<file path="src/rtl/core_sequencer.sv">
// Program sequencer for the ROM-driven BCD adder: steps a PC on tick/step, waits out ROM latency,
// issues each word with valid/ready. Optional breakpoint support under `SEQ_BREAKPOINT_EN.
module core_sequencer #(
  parameter int ADDR_W    = 4,
  parameter int LAST_ADDR = 15,
  parameter int ROM_LAT   = 1,
  parameter int LOOP      = 1
) (
  input  logic              CLK_50,
  input  logic              RST_N,
  input  logic              tick,
  input  logic              run,
  input  logic              step,
  output logic [ADDR_W-1:0] rom_addr,
  input  logic [16:0]       rom_data,
  output logic [1:0]        alu_op,
  output logic [14:0]       alu_arg,
  output logic              alu_valid,
  input  logic              alu_ready,
  output logic              busy,
  output logic              halted,
  output logic [ADDR_W-1:0] pc_dbg
`ifdef SEQ_BREAKPOINT_EN
  ,
  input  logic              bp_en,
  input  logic [ADDR_W-1:0] bp_addr,
  output logic              bp_hit
`endif
);

  typedef enum logic [2:0] {S_IDLE, S_FETCH, S_WAIT, S_ISSUE, S_HALT} state_t;

  localparam logic [ADDR_W-1:0] LAST = ADDR_W'(LAST_ADDR);
  localparam logic [1:0]        LAT  = 2'(ROM_LAT);

  state_t            state_q, state_d;
  logic [ADDR_W-1:0] pc_q, pc_d, pc_dbg_q, pc_dbg_d;
  logic [1:0]        cnt_q, cnt_d;
  logic [1:0]        op_q, op_d;
  logic [14:0]       arg_q, arg_d;
  logic              trig;

`ifdef SEQ_BREAKPOINT_EN
  logic bp_stop, bp_hit_q, bp_hit_d;
  // While parked on the breakpoint only an explicit step may advance.
  assign bp_stop  = run & bp_en & (pc_q == bp_addr);
  assign trig     = run ? (bp_stop ? step : tick) : step;
  assign bp_hit_d = (state_d == S_IDLE) & run & bp_en & (pc_d == bp_addr);
  assign bp_hit   = bp_hit_q;
  always_ff @(posedge CLK_50 or negedge RST_N)
    if (!RST_N) bp_hit_q <= 1'b0;
    else        bp_hit_q <= bp_hit_d;
`else
  assign trig = run ? tick : step;
`endif

  always_comb begin
    state_d  = state_q;
    pc_d     = pc_q;
    pc_dbg_d = pc_dbg_q;
    cnt_d    = cnt_q;
    op_d     = op_q;
    arg_d    = arg_q;
    case (state_q)
      S_IDLE:  if (trig) state_d = S_FETCH;
      S_FETCH: begin
        cnt_d   = LAT;
        state_d = S_WAIT;
      end
      S_WAIT: begin
        cnt_d = cnt_q - 2'd1;
        // rom_data is captured once here; later ROM changes cannot disturb the issue.
        if (cnt_q <= 2'd1) begin
          op_d    = rom_data[16:15];
          arg_d   = rom_data[14:0];
          state_d = S_ISSUE;
        end
      end
      S_ISSUE: if (alu_ready) begin
        pc_dbg_d = pc_q;
        if (pc_q == LAST) begin
          if (LOOP != 0) begin
            pc_d    = '0;
            state_d = S_IDLE;
          end else begin
            state_d = S_HALT;
          end
        end else begin
          pc_d    = pc_q + 1'b1;
          state_d = S_IDLE;
        end
      end
      S_HALT:  state_d = S_HALT;
      default: state_d = S_IDLE;
    endcase
  end

  always_ff @(posedge CLK_50 or negedge RST_N) begin
    if (!RST_N) begin
      state_q  <= S_IDLE;
      pc_q     <= '0;
      pc_dbg_q <= '0;
      cnt_q    <= '0;
      op_q     <= '0;
      arg_q    <= '0;
    end else begin
      state_q  <= state_d;
      pc_q     <= pc_d;
      pc_dbg_q <= pc_dbg_d;
      cnt_q    <= cnt_d;
      op_q     <= op_d;
      arg_q    <= arg_d;
    end
  end

  assign rom_addr  = pc_q;
  assign alu_op    = op_q;
  assign alu_arg   = arg_q;
  assign pc_dbg    = pc_dbg_q;
  assign alu_valid = (state_q == S_ISSUE);
  assign halted    = (state_q == S_HALT);
  assign busy      = (state_q != S_IDLE) && (state_q != S_HALT);

endmodule
</file>
<file path="config.mk">
export PLATFORM = sky130hd
export DESIGN_NAME = core_sequencer
export DESIGN_NICKNAME = d
export VERILOG_FILES = /design/src/rtl/core_sequencer.sv
export SDC_FILE = /design/constraint.sdc
export NUM_CORES = 1
export LEC_CHECK = 0
export ABC_CLOCK_PERIOD_IN_PS = 2000
export CAP_MARGIN = 10
export CORE_MARGIN = 8
export CORE_UTILIZATION = 25
export CTS_CLUSTER_SIZE = 30
export DETAILED_ROUTE_END_ITERATION = 6
export GPL_TIMING_DRIVEN = 0
export PLACE_DENSITY = 0.56
export SLEW_MARGIN = 25
export SYNTH_ARGS = -nofsm -noshare
export SYNTH_HDL_FRONTEND = slang
export SYNTH_SLANG_ARGS = --single-unit
</file>
<file path="constraint.sdc">
create_clock -name CLK_50 -period 2 [get_ports CLK_50]
set_input_delay 0.6 -clock CLK_50 [delete_from_list [all_inputs] [get_ports CLK_50]]
set_output_delay 0.6 -clock CLK_50 [all_outputs]
set_load 0.03 [all_outputs]
</file>
==> metrics.yaml <==
run_status:
  status: "finished, final reports clean"
critical_path:
  cp-startpoint: "alu_arg[9]"
  start_kind: "register"
  path_max_fanout: 2
  path_buf_inv: 1
  required_ns: 1.40
  worstReg2RegEnd: "alu_arg[14]"
  critPathSlowestCell: "clkdlybuf4s50_1"
  crit_chain: "clkdlybuf4s50_1"
  worstSetupEndpoint: "alu_arg[9]"
  crit_path_max_incr_delay_ns: 0.69
  path_class: "reg -> out"
  cp.depth: 1
  reg2reg_slack_ns: 0.39
  r2r_start: "state_q[2]"
  worstSetupEndpointType: "primary output"
  r2r_cells: 5
  arrival_ns: 1.32
  path_delay_family: "buffers and inverters"
power_and_ir_drop:
  p_leak_nw: 0.8772
  total_power_mw: 3.679
  power_density_mw_per_mm2: 1864
  peakVddDrop_mv: 0.6389
floorplanning:
  die_h_um: 88.15
  ios: 51
  core_area_mm2: 0.005075
  start_util_pct: 25.64
  rows: 26
  die_w_um: 88.15
  design.die.area_mm2: 0.007770
hold_path:
  min_path_type: "in -> async"
synthesis:
  synth_warnings: 0
  avgSynthCellArea_um2: 14.62
  synth_largest_area_cell: "dfrtp_1"
  synth_area_leaders: "dfrtp_1 58%, mux2_4 12%, mux2_2 9.5%"
  synth_cell_type_count: 27
  synthCells: 89
  ys_ff_latch: 30
  syn_area_mm2: 0.001301
  syn_nets: 114
  synth.top_cell.area_share_pct: 57.69
  synth_seq_area_share_pct: 57.69
global_routing:
  overflow: 0
  grt_max_degree: 31
  antenna_found_initial: 0
  grt_usage_pct: 8.166
  grt_pass1_vias: 1002
  grt_pass1_wl_mm: 4.905
final_layout:
  final_cell_mix: "42 x clkdlybuf4s50_1, 30 x dfrtp_1, 11 x mux2_2"
  fin_nets: 173
  drive_gt1_share_pct: 26.85
  antenna_cells: 0
  final_area_mm2: 0.001973
  fin_util_pct: 38.88
  area_delta_synth_final_pct: 51.63
  mostFrequentLayoutCell: "clkdlybuf4s50_1"
timing:
  fin_skew_ns: 0.003176
  max_freq_mhz: 520.3
  drv_slew: 0
  slew_headroom_pct: 55.60
  tightestPinTransition_ns: 0.6660
  rsz0062_at_grt: "no"
  setup_violations: 0
  fin_crit_sh_pct: 96.10
  fin_crit_ns: 1.922
  hold_viol_final: 0
drt:
  viasPerCell: 4.215
  wirelength_mm: 3.082
  post_drt_wl_per_cell_um: 14.07
  dr.first_iter.drc_count: 22
  antenna_left: 0
  dr.pass1.iters: 3
  vias: 923
  drc: 0
clock_tree:
  cts_buffers: 5
  ctsHoldBuffers: 0
  clk_latency_ns: 0.27
  cts-root-buf: "clkbuf_8"
  cts_sinks: 30
  cts_tree: "done"
  cts_buffer_depth: 2
  cts.htree.levels: 2
  path_clk_slew_ns: 0.06
placement:
  hpwl_mm: 2.355
  io_buffers: 50
  dpl_cell_area_mm2: 0.001884
  place_congestion: 0.7792
run:
  cap_violations: 0
## cells by family after synthesis
logic type	count (synthesis)	share of synthesized area, %
muxes	22	21.83
and+or+nand+nor	17	8.846
AOI/OAI and AO/OA	12	6.732
xor gates and xnor gates	1	0.6732
adders and majority gates	2	1.923
buffers and inverters	5	2.308
DFF	30	57.69
## flip-flops by register name, summed over array words and instances, names as in the netlist
| register | cells |
|---|---|
| alu_arg | 15 |
| rom_addr | 4 |
| state_q | 3 |
| alu_op | 2 |
| cnt_q | 2 |
| pc_dbg | 4 |
## synthesized netlist by cell type
master / count
nand2_1: 4
buf_4: 1
inv_1: 3
a21oi_1: 2
o22ai_1: 1
nand4_1: 1
xnor2_1: 1
a211oi_1: 1
and2b_4: 1
buf_6: 1
dfrtp_1: 30
mux2_4: 10
nand4b_2: 1
o31ai_1: 3
a2bb2oi_1: 1
a311oi_1: 1
ha_1: 2
nand2b_1: 1
a21o_1: 1
mux2_2: 11
mux2i_1: 1
or2_0: 1
o22a_1: 1
and2_1: 4
o211ai_1: 1
nand3b_4: 1
nor2_1: 3
## power by group
group          internal (mW)  switching (mW)  leakage, nW
combinational           1.01            1.06        0.472
sequential             0.908           0.200        0.357
clock                  0.277           0.217       0.0482
total                   2.20            1.48        0.877
## stage by stage
step	hold slack, ns	cells	worst slack (ns)	setup TNS [ns]
global placement	0.4592	209	-0.1650	-5.250
global route	0.4072	219	0.02460	0
detailed placement	0.4777	209	-0.1463	-0.4064
floorplan	0.3044	89	0.4122	0
finish	0.3567	219	0.07797	0
CTS	0.3816	217	0.001466	0
## worst min path at each step
| stage | cells past startpoint | to | from |
|---|---|---|---|
| floorplan | 0 | alu_arg[0] | RST_N |
| global placement | 2 | pc_dbg[2] | pc_dbg[2] |
| detailed placement | 2 | pc_dbg[2] | pc_dbg[2] |
| CTS | 1 | alu_arg[9] | RST_N |
| global route | 1 | alu_arg[9] | RST_N |
| finish | 1 | alu_arg[9] | RST_N |
## final cells by class
type                    instances  area [um2]
multi-input cells              54       523.0
flip-flops and latches         30       750.7
clock buffers                   7       86.33
repair buffers                 52       490.5
plain buffers                   2       18.77
well taps                      70       87.58
inverters                       3       11.26
fillers                       498        3102
clock inverters                 1       5.005
## timing repair
action	in CTS	in global routing
gates resized for setup	16	2
setup endpoints to repair	7	2
pin swaps	0	0
setup buffers	0	2
## layer usage
metal	wire length, um	GRT usage (%)
met2	1709	14.09
met5	0	0
met3	159	2.345
met4	59	4.608
met1	1153	8.739
Note: power is estimated with default switching activity, not from simulation.
